### src/rtl/wb_arbiter_n.sv
// N-master Wishbone arbiter. It merges several independent master ports onto one
// shared slave bus. Arbitration is fixed-priority or round-robin, and a master
// keeps ownership for its whole cyc burst. A watchdog returns an error pulse to
// the owner when the slave stops acknowledging.
module wb_arbiter_n #(
  parameter int NUM_MASTERS    = 2,
  parameter int ADDR_WIDTH     = 32,
  parameter int DATA_WIDTH     = 32,
  parameter int RR_MODE        = 0,
  parameter int TIMEOUT_CYCLES = 255
) (
  input  logic                                  clk,
  input  logic                                  reset,
  input  logic [NUM_MASTERS-1:0]                m_cyc_i,
  input  logic [NUM_MASTERS-1:0]                m_stb_i,
  input  logic [NUM_MASTERS-1:0]                m_we_i,
  input  logic [NUM_MASTERS*ADDR_WIDTH-1:0]     m_adr_i,
  input  logic [NUM_MASTERS*DATA_WIDTH-1:0]     m_dat_i,
  input  logic [NUM_MASTERS*DATA_WIDTH/8-1:0]   m_sel_i,
  output logic [NUM_MASTERS-1:0]                m_ack_o,
  output logic [NUM_MASTERS-1:0]                m_err_o,
  output logic [DATA_WIDTH-1:0]                 m_dat_o,
  output logic                                  s_cyc_o,
  output logic                                  s_stb_o,
  output logic                                  s_we_o,
  output logic [ADDR_WIDTH-1:0]                 s_adr_o,
  output logic [DATA_WIDTH-1:0]                 s_dat_o,
  output logic [DATA_WIDTH/8-1:0]               s_sel_o,
  input  logic                                  s_ack_i,
  input  logic [DATA_WIDTH-1:0]                 s_dat_i,
  output logic [NUM_MASTERS-1:0]                grant_o,
  output logic                                  busy_o
);

  localparam int SW = DATA_WIDTH / 8;
  localparam int PW = (NUM_MASTERS > 1) ? $clog2(NUM_MASTERS) : 1;
  // A zero timeout disables the watchdog; the counter is then kept one bit wide.
  localparam int CW = (TIMEOUT_CYCLES > 0) ? $clog2(TIMEOUT_CYCLES + 1) : 1;
  localparam bit WD_EN = (TIMEOUT_CYCLES > 0);
  // The error fires in the cycle that would make the count reach TIMEOUT_CYCLES.
  localparam logic [CW-1:0] WD_LAST = (TIMEOUT_CYCLES > 0) ? CW'(TIMEOUT_CYCLES - 1) : '0;

  typedef enum logic [1:0] {
    IDLE  = 2'd0,
    OWN   = 2'd1,
    DRAIN = 2'd2
  } state_t;

  state_t                 state_r, state_s;
  logic [NUM_MASTERS-1:0] grant_r, grant_s;
  logic [PW-1:0]          rr_ptr_r, rr_ptr_s;
  logic [CW-1:0]          wd_cnt_r, wd_cnt_s;

  logic [NUM_MASTERS-1:0] win_s;
  logic [PW-1:0]          win_ptr_s;
  logic                   owner_cyc_s;
  logic                   wd_hit_s;

  // First requester at or after ptr, wrapping around to index 0.
  function automatic logic [NUM_MASTERS-1:0] pick_winner(
    input logic [NUM_MASTERS-1:0] req,
    input logic [PW-1:0]          ptr
  );
    logic [NUM_MASTERS-1:0] res;
    logic                   found;
    res   = '0;
    found = 1'b0;
    for (int j = 0; j < NUM_MASTERS; j++) begin
      if (!found && req[j] && (j >= int'(ptr))) begin
        res[j] = 1'b1;
        found  = 1'b1;
      end else begin
        res[j] = res[j];
      end
    end
    for (int j = 0; j < NUM_MASTERS; j++) begin
      if (!found && req[j]) begin
        res[j] = 1'b1;
        found  = 1'b1;
      end else begin
        res[j] = res[j];
      end
    end
    return res;
  endfunction

  // Pointer value following a one-hot winner (winner + 1, wrapping at N-1).
  function automatic logic [PW-1:0] next_ptr(input logic [NUM_MASTERS-1:0] win);
    logic [PW-1:0] nxt;
    nxt = '0;
    for (int j = 0; j < NUM_MASTERS; j++) begin
      if (win[j]) begin
        nxt = (j == NUM_MASTERS - 1) ? '0 : PW'(j + 1);
      end else begin
        nxt = nxt;
      end
    end
    return nxt;
  endfunction

  // Arbitration among the current requesters; fixed mode always searches from 0.
  always_comb begin
    win_s       = pick_winner(m_cyc_i, (RR_MODE != 0) ? rr_ptr_r : '0);
    win_ptr_s   = next_ptr(win_s);
    owner_cyc_s = |(grant_r & m_cyc_i);
  end

  // Slave-side mux: owner's signals pass through only while it owns the bus.
  always_comb begin
    s_cyc_o = 1'b0;
    s_stb_o = 1'b0;
    s_we_o  = 1'b0;
    s_adr_o = '0;
    s_dat_o = '0;
    s_sel_o = '0;
    if (state_r == OWN) begin
      for (int j = 0; j < NUM_MASTERS; j++) begin
        if (grant_r[j]) begin
          s_cyc_o = m_cyc_i[j];
          s_stb_o = m_stb_i[j];
          s_we_o  = m_we_i[j];
          s_adr_o = m_adr_i[j*ADDR_WIDTH +: ADDR_WIDTH];
          s_dat_o = m_dat_i[j*DATA_WIDTH +: DATA_WIDTH];
          s_sel_o = m_sel_i[j*SW +: SW];
        end else begin
          s_cyc_o = s_cyc_o;
        end
      end
    end else begin
      s_cyc_o = 1'b0;
    end
  end

  // Watchdog expiry: an ack in the same cycle suppresses the error.
  always_comb begin
    wd_hit_s = WD_EN && (state_r == OWN) && s_stb_o && !s_ack_i && (wd_cnt_r == WD_LAST);
  end

  // Next-state logic: grants, pointer update and watchdog count.
  always_comb begin
    state_s  = state_r;
    grant_s  = grant_r;
    rr_ptr_s = rr_ptr_r;
    wd_cnt_s = wd_cnt_r;
    case (state_r)
      IDLE: begin
        wd_cnt_s = '0;
        if (|m_cyc_i) begin
          grant_s  = win_s;
          rr_ptr_s = win_ptr_s;
          state_s  = OWN;
        end else begin
          grant_s  = '0;
        end
      end
      OWN: begin
        if (!owner_cyc_s) begin
          wd_cnt_s = '0;
          if (|m_cyc_i) begin
            grant_s  = win_s;
            rr_ptr_s = win_ptr_s;
            state_s  = OWN;
          end else begin
            grant_s  = '0;
            state_s  = IDLE;
          end
        end else if (wd_hit_s) begin
          wd_cnt_s = '0;
          state_s  = DRAIN;
        end else if (s_ack_i) begin
          wd_cnt_s = '0;
        end else if (s_stb_o) begin
          wd_cnt_s = wd_cnt_r + CW'(1);
        end else begin
          wd_cnt_s = wd_cnt_r;
        end
      end
      DRAIN: begin
        wd_cnt_s = '0;
        if (!owner_cyc_s) begin
          if (|m_cyc_i) begin
            grant_s  = win_s;
            rr_ptr_s = win_ptr_s;
            state_s  = OWN;
          end else begin
            grant_s  = '0;
            state_s  = IDLE;
          end
        end else begin
          state_s  = DRAIN;
        end
      end
      default: begin
        state_s  = IDLE;
        grant_s  = '0;
        wd_cnt_s = '0;
      end
    endcase
  end

  // State, grant, pointer and watchdog registers.
  always_ff @(posedge clk) begin
    if (reset) begin
      state_r  <= IDLE;
      grant_r  <= '0;
      rr_ptr_r <= '0;
      wd_cnt_r <= '0;
    end else begin
      state_r  <= state_s;
      grant_r  <= grant_s;
      rr_ptr_r <= rr_ptr_s;
      wd_cnt_r <= wd_cnt_s;
    end
  end

  // Responses: ack only to the owner while it owns; late acks in DRAIN are dropped.
  assign m_ack_o = (state_r == OWN) ? (grant_r & {NUM_MASTERS{s_ack_i}}) : '0;
  assign m_err_o = wd_hit_s ? grant_r : '0;
  assign m_dat_o = s_dat_i;
  assign grant_o = grant_r;
  assign busy_o  = |grant_r;

endmodule

### config.mk
export PLATFORM = sky130hd
export DESIGN_NAME = wb_arbiter_n
export DESIGN_NICKNAME = d
export VERILOG_FILES = /design/src/rtl/wb_arbiter_n.sv
export SDC_FILE = /design/constraint.sdc
export NUM_CORES = 1
export LEC_CHECK = 0
export CORE_AREA = 2 2 110 112
export DETAILED_ROUTE_END_ITERATION = 6
export DIE_AREA = 0 0 112 114
export DONT_BUFFER_PORTS = 1
export PLACE_DENSITY_LB_ADDON = 0.1
export SETUP_SLACK_MARGIN = 0.4
export SYNTH_ARGS = -nofsm -noshare
export SYNTH_HDL_FRONTEND = slang
export SYNTH_SLANG_ARGS = --single-unit
### constraint.sdc
create_clock -name clk -period 1.6 [get_ports clk]
set_input_delay 0.16 -clock clk [delete_from_list [all_inputs] [get_ports clk]]
set_output_delay 0.16 -clock clk [all_outputs]
set_load 0.005 [all_outputs]
# ---- Yosys cells after proc, flatten, opt, wreduce, memory -nomap -nowiden
# Cells that the tools add are included.
dict set report totals {
  reg_bits 12
  in_bits 177
  out_inout_bits 110
}
dict set report op_classes {
  n_addsub 1
  n_eq_ne 6
  muxes 35
  bitwise 4
  reduce_logical 17
}
# operator n
set ops {}
lappend ops {{$mux W32} 6}
lappend ops {{$mux W1} 16}
lappend ops {{$mux W2} 8}
lappend ops {{$mux W4} 3}
lappend ops {{$add A8 B1 Y8 const B} 1}
lappend ops {{$eq A8 B8 Y1 const B} 1}
lappend ops {{$reduce_or A2 Y1} 4}
lappend ops {{$logic_and A1 B1 Y1} 6}
lappend ops {{$pmux W2 S3} 1}
lappend ops {{$reduce_or A5 Y1} 1}
lappend ops {{$and A2 B2 Y2} 2}
lappend ops {{$logic_not A1 Y1} 4}
lappend ops {{$ne A2 B2 Y1 const B} 2}
lappend ops {{$pmux W2 S2} 1}
lappend ops {{$ne A3 B3 Y1 const B} 1}
lappend ops {{$eq A2 B1 Y1 const B} 1}
lappend ops {{$eq A2 B2 Y1 const B} 1}
lappend ops {{$logic_not A2 Y1} 1}
lappend ops {{$not A1 Y1} 2}
lappend ops {{$reduce_and A2 Y1} 1}

# ---- Longest topological paths before layout
# Gate-level depths: netlist of run 1.
dict set report depth {
  word_depth 13
  mapped_depth 7
  depth_no_buf 7
}

# ---- Worst setup path before layout of run 1
# Ideal clock, no wire load.
dict set report synth_path {
  path_type {register to register}
  startpoint {register state_r[1]}
  endpoint {register wd_cnt_r[1]}
  t_arrival_ns 1.637
  t_required_ns 1.520
  path_slack_ns -0.117
  path_stages_with_launch 8
  path_buffers 0
  period_less_slack_ns 1.717
  path_cell_list {dfxtp_1 > inv_1 > ha_1 > inv_1 > a21o_1 > inv_2 > a2111o_1 > a211oi_2}
}
dict set report synth_via {
  elab_chain_cells 6
}
# element line
set synth_rtl {}
lappend synth_rtl {{start, declared} 49} ;# state_t state_r, state_s;
lappend synth_rtl {{start signal, assigned} 209} ;# state_r <= state_s;
lappend synth_rtl {{$eq A2 B1 Y1 (*)} n/a}
lappend synth_rtl {{$mux W1 (*)} 116} ;# if (state_r == OWN) begin
lappend synth_rtl {{named net s_stb_o} 24} ;# output logic s_stb_o,
lappend synth_rtl {{$logic_and A1 B1 Y1 (3 in series)} 136} ;# wd_hit_s = WD_EN && (state_r == OWN) && s_stb_o && !s_ack_i && (wd_cnt_r == WD_LAST);
lappend synth_rtl {{$reduce_or A5 Y1 (no line)} n/a}
lappend synth_rtl {{end signal, assigned} 212} ;# wd_cnt_r <= wd_cnt_s;
lappend synth_rtl {{end, declared} 52} ;# logic [CW-1:0] wd_cnt_r, wd_cnt_s;
# Mark *: on every way through the listed nets, which the timed path passes. The rest lies on a longest branch.
# A chain may end at the register's enable or synchronous reset.

# ---- Worst setup path in the final report of run 1
dict set report layout_path {
  startpoint {register state_r[1]}
  endpoint {output s_dat_o[24]}
}
dict set report layout_via {
  elab_chain_cells 2
}
# element line
set layout_rtl {}
lappend layout_rtl {{$eq A2 B1 Y1} n/a}
lappend layout_rtl {{$mux W32} 116}
lappend layout_rtl {{end, declared} 27} ;# output logic [DATA_WIDTH-1:0] s_dat_o,
# Every way passes these cells.

==> run metrics, run 1 <==
FP Rows=40; Setup violations, final=between 70 and 80; Vias/cell=5.06; Final Hold Fails=0; Worst EP required=roughly 1.4 ns; top post-synthesis cells by count=a22o_1 (69), buf_4 (32), nor2_1 (14); grt total ovfl=0; r2r endpoint=wd_cnt_r[7]$_SDFFE_PP0P_; CTS tree=built; die height=114 um; Worst Hold Launch=reset; worst vdd ir=around 0.23 mV; placed insts=about 330; antenna diode count=0; die area=0.0128 sq mm; All-Layer GR Usage=13.2%; DR iter-0 viols=71; Hold Path Class=input port to flip-flop; Synthesis Warnings=0; # clock sinks=12; port bufs=0; Slew HR=around 76%; RSZ-0062 raised after global routing=yes; first-pass GRT wire length=between 10000 and 15000 um; r2r startpoint=state_r[1]$_SDFFE_PP0P_; gpl congestion=between 0.6 and 0.7; Slew Viols, Final=0; layout cells sized above 1=53.6%; Seq/Total Area, Yosys=14.1%; setup ws final=-0.0948 ns; top cells by area, synth=a22o_1 (36%), dfxtp_1 (14%), buf_4 (14%); initial antenna violation count=0; Syn Inst Count=about 210; Syn Nets=just under 400; post-route clock period utilization=106%; Top Layer Used=met4; R2R cell count=8; remaining antenna violation count=0; maximum clock frequency=slightly below 0.6 GHz; Via Count=1803; Fin Clk Skew=0.00482 ns; met1 wire length=approximately 4000 um; CP Data Arrival Time=roughly 1.5 ns; number of global-route vias before repair=about 1700; Synth area leader=a22o_1; clock slew at reported path FFs=approximately 0.050 ns; crit path capture type=primary output; router iterations before antenna repair=4; WHS Path Cells=2; Yosys reg bits=12; Crit Path Category=flip-flop to primary output; CTS root buf=clkbuf_16; Worst-Skew Late Latency=0.24 ns; Num CTS Buffers=3; critical path fanouts, max=26; Tmin final=1.69 ns; Hold Path End=state_r[0]$_SDFFE_PP0P_; Routed wire per std cell=between 20 and 30 um; Initial Util=between 10 and 15%; Yosys top cell area share=between 30 and 40%; I/O pins=between 200 and 300; Synth cell types=41; ys flop type=dfxtp_1; number of remaining DRC errors=0; failing checks=setup timing; pwr/cell area=roughly 580 mW/mm^2; number of flops mapped to enable cells by yosys=0; Die W=roughly 110 um; met2 WL=between 4000 and 5000 um; area of the core region=0.0117 sq mm; Longest Clk Path Bufs=2; Final Util=around a fifth; Worst-Margin Slew=between 0.3 and 0.4 ns; Synth Cell Area=between 0.0015 and 0.002 sq mm; switching part of the total=31.7%; leak pwr=approximately 0.00096 uW; Net Switching=between 400 and 500 uW; total wire length=10000 um; status=finished, violations left; syn_area_per_cell=a little over 8 sq um; clock group share of total power=36.0%; non-filler cells, final=roughly 360; H-tree depth=1; Combinational Power Share=between 40% and 50%; met3 routed WL=1600 um; most common cell in the netlist=a22o_1; fraction of registers with async set/reset=0%; Worst Setup Start Kind=flip-flop; fin nets=around 400; internal power=approximately 1000 uW; pin count of the biggest net entering global routing=between 50 and 60; worst reg2reg setup slack=-0.08 ns; area delta synth->final=46.9%; Seq pwr share=between 20% and 30%; Max Cap Viol=0; DP HPWL=7390 um
[worst max path at each step]
| stage | from | end | slack [ns] | depth (start not counted) |
|---|---|---|---|---|
| finish | state_r[1]$_SDFFE_PP0P_ | s_dat_o[24] | -0.09 | 5 |
| global route | state_r[1]$_SDFFE_PP0P_ | wd_cnt_r[5]$_SDFFE_PP0P_ | -0.15 | 9 |
| CTS | state_r[1]$_SDFFE_PP0P_ | s_dat_o[7] | -0.05 | 6 |
| detailed placement | grant_o[1]$_SDFFE_PP0P_ | wd_cnt_r[1]$_SDFFE_PP0P_ | -0.002 | 5 |
| global placement | grant_o[1]$_SDFFE_PP0P_ | wd_cnt_r[1]$_SDFFE_PP0P_ | -0.03 | 5 |
| floorplan | state_r[1]$_SDFFE_PP0P_ | wd_cnt_r[1]$_SDFFE_PP0P_ | 0.06 | 7 |
[layout by cell type, fill, tap and decap left out, types with 3 or more instances in the layout]
cell	count
a211oi_1	3
a22o_1	49
a22o_2	8
a22o_4	13
and3_4	4
buf_12	3
buf_4	26
buf_6	10
clkbuf_16	7
dfxtp_1	6
dfxtp_2	3
dfxtp_4	3
ha_1	3
ha_4	3
inv_1	3
inv_2	3
nand3_1	4
nor2_1	8
nor2_2	5
xnor2_1	6
[metal layers]
metal	vias up	GRT usage, %
met5	-	0
met4	0	3.09
met3	15	10.6
met2	151	19.2
met1	854	15.0
li1	783	-
[layout make-up]
type                       count  area, sq um
timing repair buffer          48          563
multi-input combinational    138         1380
inverter                       7         28.8
tap                          147          184
fill                        1282         9210
sequential                    12          255
clock buffer                   4         88.8
[worst max-delay path: stages, from the launching register on]
cell     delay (ns)
dfxtp_2        0.33
inv_2          0.05
ha_4           0.16
and2_2         0.24
buf_12         0.18
a22o_2         0.31
[what timing repair did]
item | CTS | global route
setup buffers | 11 | 5
endpoints found under the setup margin | 86 | 88
gates resized for setup | 41 | 23
hold buffers | 1 | 0
gates cloned | 2 | 5
endpoints found under the hold margin | 2 | 0
pin swaps | 16 | 38
[power by group through the flow]
| stage | registers, uW | logic [uW] | clock network, uW |
|---|---|---|---|
| after CTS | 322 | 544 | 542 |
| after floorplan | 332 | 369 | 0 |
| after global placement | 333 | 420 | 0 |
| after detailed placement | 332 | 418 | 0 |
| final | 322 | 614 | 526 |
| after global routing | 324 | 659 | 554 |
[logic make-up (layout without fill, tap and decap cells)]
logic type | Yosys count | count (layout) | synth area share (%)
compound gates | 87 | 87 | 44.6
buf+inv | 55 | 59 | 19.9
simple gates | 37 | 37 | 12.6
flops | 12 | 12 | 14.1
fa+ha+maj | 6 | 6 | 4.41
xor+xnor | 6 | 6 | 3.09
mux | 2 | 2 | 1.25
[through the flow]
step / setup WS, ns / setup TNS (ns) / hold slack [ns] / area [sq um] / total power [uW]
floorplan: 0.0560 / 0 / 0.222 / 1850 / 701
global placement: -0.0287 / -0.0287 / 0.247 / 1820 / 752
detailed placement: -0.00199 / -0.00199 / 0.242 / 1820 / 750
CTS: -0.0522 / -2.06 / 0.0849 / 2230 / 1410
global route: -0.149 / -7.70 / 0.0891 / 2500 / 1540
finish: -0.0948 / -2.79 / 0.0856 / 2500 / 1460
[flip-flops by register name, summed over array words and instances, names as in the netlist]
register and cells:
grant_o 2, wd_cnt_r 8, state_r 2
(Power assumes the default switching activity.)
==> inputs of run 2 (changes only) <==
CORE_AREA = 2 2 111 113   (was 2 2 110 112)
DIE_AREA = 0 0 113 115   (was 0 0 112 114)
clock period = 1.91 ns   (was 1.6 ns; I/O delays follow)
==> run metrics, run 2 (same netlist as run 1, synthesis figures left out) <==
status=finished, violations left; failing checks=DRC; total wire length=11300 um (+12%); max reg flops=8 (unchanged); area of the core region=0.0118 sq mm (+0.85%); Setup violations, final=0 (-100%); H-tree depth=1 (unchanged); leak pwr=0.00111 uW (+15%); Slew Viols, Final=0 (unchanged); I/O pins=287 (unchanged); worst reg2reg setup slack=0.23 ns (+0.31 ns); number of global-route vias before repair=1633 (-3.2%); Max Cap Viol=0 (unchanged); Worst-Skew Late Latency=0.25 ns (about the same); critical path fanouts, max=9 (-65%); CTS tree=built; r2r startpoint=state_r[1]$_SDFFE_PP0P_; Pwr Total=1300 uW (-11%); area delta synth->final=57.4%; most common cell after layout, fill and taps aside=a22o_4; FP Rows=40 (unchanged); fin nets=377 (-4.1%); Tmin final=between 1.5 and 2 ns; crit path capture type=primary output; Fin Clk Skew=0.00334 ns (-0.00148 ns); Net Switching=419 uW (-9.5%); RSZ-0062 raised after global routing=yes; Worst-Margin Slew=0.494 ns (+0.133 ns); DP HPWL=8230 um (+11%); Die W=113 um (+0.89%); All-Layer GR Usage=14.4% (+1.2 points); Final Cell Area=0.00268 sq mm (+7.2%); Worst Hold Launch=reset; pin count of the biggest net entering global routing=70 (+32%); Hold Path Class=input port to flip-flop; Hold Path End=grant_o[1]$_SDFFE_PP0P_; Slew HR=67.0% (-8.9 points); worst vdd ir=0.210 mV (-7.7%); Longest Clk Path Bufs=2 (unchanged); placed cell areas=0.00168 sq mm (-8.1%); WHS Path Cells=1 (-1); Crit Path Category=flip-flop to primary output; Largest Register=wd_cnt_r; grt total ovfl=0 (unchanged); CTS root buf=clkbuf_16; Initial Util=14.4% (-0.12 points); # clock sinks=12 (unchanged); port bufs=0 (unchanged); commonest cells after routing, fill and taps aside=a22o_4 (46), a22o_1 (24), buf_4 (12); switching part of the total=32.2% (+0.48 points); Vias/cell=5.24 (+3.5%); Num CTS Buffers=3 (unchanged); antenna diode count=0 (unchanged); maximum clock frequency=a little under 0.6 GHz; number of remaining DRC errors=20 (+20); Seq pwr share=20.9% (-1.1 points); placed insts=311 (-5.2%); r2r endpoint=wd_cnt_r[3]$_SDFFE_PP0P_; R2R cell count=9 (+1); non-filler cells, final=340 (-4.5%); first-pass GRT wire length=12800 um (+8.4%); initial antenna violation count=0 (unchanged); Setup TNS=0 ns (+2.79 ns); Worst Setup Start Kind=flip-flop; pwr/cell area=486 mW/mm^2 (-17%); DR iter-0 viols=71 (unchanged); layout cells sized above 1=60.6% (+7.0 points); router iterations before antenna repair=6 (+2); clock group share of total power=34.2% (-1.8 points); Final Hold Fails=0 (unchanged); clock slew at reported path FFs=0.05 ns (about the same); remaining antenna violation count=0 (unchanged); CP Data Arrival Time=1.54 ns (about the same); Routed wire per std cell=33.1 um (+18%); Worst EP required=1.72 ns (+0.28 ns); Combinational Power Share=44.9% (+2.9 points); Via Count=1783 (-1.1%); post-route clock period utilization=between 90% and 100%; die area=0.0130 sq mm (+1.8%); internal power=884 uW (-11%); die height=115 um (+0.88%); gpl congestion=0.723 (+9.2%)
## run 2: worst max-delay path by stage
stage               slack (ns)                    start                       end  cells past startpoint
global route               0.1  state_r[1]$_SDFFE_PP0P_               s_dat_o[15]                      7
finish                    0.18  state_r[1]$_SDFFE_PP0P_               s_dat_o[22]                      7
floorplan                 0.36  state_r[1]$_SDFFE_PP0P_  wd_cnt_r[1]$_SDFFE_PP0P_                      7
CTS                       0.13  grant_o[1]$_SDFFE_PP0P_                    s_we_o                      4
global placement          0.18  grant_o[0]$_SDFFE_PP0P_   state_r[1]$_SDFFE_PP0P_                      4
detailed placement        0.15  grant_o[0]$_SDFFE_PP0P_   state_r[1]$_SDFFE_PP0P_                      4
## run 2: layout make-up
type / count / area (sq um)
fillers: 1275 / 9130
well taps: 147 / 184
inverters: 7 / 28.8
flip-flops and latches: 12 / 255
repair buffers: 32 / 493
multi-input cells: 138 / 1630
clock buffers: 4 / 88.8
## run 2: power by group through the flow
stage / logic (uW) / clock network (uW) / registers (uW)
finish: 585 / 446 / 273
CTS: 485 / 454 / 272
detailed placement: 329 / 0 / 280
global route: 629 / 468 / 274
floorplan: 282 / 0 / 277
global placement: 332 / 0 / 280
## run 2: repair_timing
| item | CTS | global route |
|---|---|---|
| endpoints found under the hold margin | 1 | 0 |
| setup buffers | 12 | 1 |
| pin swaps | 32 | 40 |
| resized for setup | 52 | 44 |
| hold buffers | 1 | 0 |
| endpoints found under the setup margin | 84 | 84 |
| gates cloned | 5 | 6 |
## run 2: stage by stage
| stage | util, % | hold slack, ns | setup WS, ns |
|---|---|---|---|
| detailed placement | 14.2 | 0.266 | 0.152 |
| finish | 22.7 | 0.0187 | 0.178 |
| global route | 22.7 | 0.0215 | 0.0970 |
| floorplan | - | 0.260 | 0.363 |
| CTS | 19.0 | 0.0246 | 0.130 |
| global placement | 14.2 | 0.272 | 0.178 |
## run 2: critical path, stage by stage, from the launching register on
cell and delay, ns:
dfxtp_2 0.32, inv_2 0.07, ha_4 0.17, nand2_4 0.06, nor2_4 0.16, buf_6 0.17, buf_12 0.15, a22o_4 0.18
## run 2: layer usage
metal,routed length (um),global-route usage [%],vias to the layer above
met5,0,0,-
met4,44,1.46,0
met3,2110,12.1,6
met2,5020,21.8,167
met1,4080,16.2,867
li1,-,-,743
==> inputs of run 3 (changes only) <==
CELL_PAD_IN_SITES_DETAIL_PLACEMENT = 1   (was default)
CELL_PAD_IN_SITES_GLOBAL_PLACEMENT = 1   (was default)
CORE_AREA = 2 2 112 114   (was 2 2 111 113)
DIE_AREA = 0 0 114 116   (was 0 0 113 115)
==> run metrics, run 3 (same netlist as run 1, synthesis figures left out) <==
status=completed; DP HPWL=7400 um (-10%); die area=0.0132 sq mm (+1.8%); Die W=114 um (+0.88%); die height=116 um (+0.87%); setup ws final=0.181 ns (+0.00253 ns); Worst-Skew Late Latency=0.24 ns (about the same); Num CTS Buffers=3 (unchanged); FP Rows=40 (unchanged); Setup TNS=0 ns (unchanged); first-pass GRT wire length=11500 um (-11%); Via Count=1707 (-4.3%); number of fill cells=1357 (+6.4%); Worst-Margin Slew=0.415 ns (-0.0798 ns); Slew HR=72.3% (+5.3 points); pin count of the biggest net entering global routing=70 (unchanged); total wire length=9740 um (-13%); All-Layer GR Usage=12.1% (-2.3 points); remaining antenna violation count=0 (unchanged); Crit Path Category=flip-flop to primary output; CTS tree=built; fin nets=374 (-0.80%); area delta synth->final=47.4%; most common cell after layout, fill and taps aside=a22o_1; I/O pins=287 (unchanged); Final Hold Fails=0 (unchanged); # clock sinks=12 (unchanged); RSZ-0062 raised after global routing=yes; CP Data Arrival Time=1.54 ns (about the same); post-route clock period utilization=90.5% (-0.13 points); Initial Util=14.3% (-0.12 points); gpl congestion=0.736 (+1.8%); critical path fanouts, max=7 (-2); Fin Clk Skew=0.00383 ns (+0.000495 ns); CTS root buf=clkbuf_16; pwr/cell area=495 mW/mm^2 (+1.8%); Worst Setup Start Kind=flip-flop; Hold Path Class=input port to flip-flop; DR iter-0 viols=37 (-48%); Slew Viols, Final=0 (unchanged); number of global-route vias before repair=1751 (+7.2%); Setup violations, final=0 (unchanged); Max Cap Viol=0 (unchanged); Vias/cell=5.07 (-3.4%); port bufs=0 (unchanged); area of the core region=0.0119 sq mm (+0.85%); maximum clock frequency=0.578 GHz (+0.15%); Routed wire per std cell=28.9 um (-13%); clock slew at reported path FFs=0.05 ns (about the same); Largest Register=wd_cnt_r; number of remaining DRC errors=0 (-100%); layout cells sized above 1=50.5% (-10 points); H-tree depth=1 (unchanged); Worst EP required=1.72 ns (about the same); grt total ovfl=0 (unchanged); Setup WS pre-CTS=0.127 ns (-0.0250 ns); Longest Clk Path Bufs=2 (unchanged); Tmin final=1.73 ns (-0.00253 ns); max reg flops=8 (unchanged); commonest cells after routing, fill and taps aside=a22o_1 (37), a22o_4 (33), nor2_1 (13); initial antenna violation count=0 (unchanged); leak pwr=0.00101 uW (-8.6%); worst vdd ir=0.277 mV (+32%); crit path capture type=primary output; antenna diode count=0 (unchanged); router iterations before antenna repair=3 (-3); Hold WS=0.00261 ns (-0.0160 ns)
## run 3: changes by cell type in the layout (fill, tap and decap cells not counted), moves of 2 or more
| cell | before | now |
|---|---|---|
| buf_8 | 0 | 2 |
| a22o_4 | 46 | 33 |
| buf_6 | 6 | 3 |
| a22o_1 | 24 | 37 |
| clkbuf_16 | 7 | 5 |
| nor2_1 | 11 | 13 |
## run 3: per-stage QoR
step	util, %	instance area, sq um	instances	total power [uW]
global route	21.1	2510	337	1310
global placement	14.1	1680	311	589
detailed placement	14.1	1680	311	597
floorplan	-	1730	205	560
finish	21.1	2510	337	1240
CTS	20.2	2400	334	1230
## run 3: routing by layer
metal,global-route usage (%),part of all wire (%),vias to the layer above
li1,-,-,741
met1,13.8,37,834
met2,20.2,50,128
met3,6.59,13,4
met4,2.28,0.71,0
met5,0,0,-
## run 3: repair_timing
action / CTS / global route
hold buffers: 1 / 0
endpoints found under the hold margin: 1 / 0
buffers inserted: 13 / 0
cloned: 5 / 3
pin swaps: 40 / 14
endpoints found under the setup margin: 84 / 84
resized for setup: 65 / 9
## run 3: critical path, cell delays in order (launching register included)
cell and delay (ns):
dfxtp_2 0.33, inv_2 0.05, ha_4 0.16, nand2_4 0.06, nor2_4 0.04, buf_12 0.13
buf_8 0.12, buf_16 0.13, a22o_4 0.27
## run 3: power breakdown
group / switching [uW] / internal [uW]
combinational: 253 / 288
sequential: 11.1 / 261
clock: 113 / 316
total: 377 / 865
## run 3: worst paths after layout
check / from / slack [ns] / cells after the start / end
setup / recovery: state_r[1]$_SDFFE_PP0P_ / 0.18 / 8 / s_dat_o[5]
hold / removal: reset / 0.003 / 1 / grant_o[1]$_SDFFE_PP0P_
setup reg to reg: state_r[1]$_SDFFE_PP0P_ / 0.22 / 8 / wd_cnt_r[7]$_SDFFE_PP0P_
hold reg to reg: wd_cnt_r[7]$_SDFFE_PP0P_ / 0.50 / 2 / wd_cnt_r[7]$_SDFFE_PP0P_
## run 3: layout make-up
class	instances	area (sq um)	share of cell area [%]
clock buffer	4	88.8	3.54
inverter	7	28.8	1.15
timing repair buffer	29	452	18.0
tap	147	184	7.33
multi-input combinational	138	1500	59.9
sequential	12	254	10.1
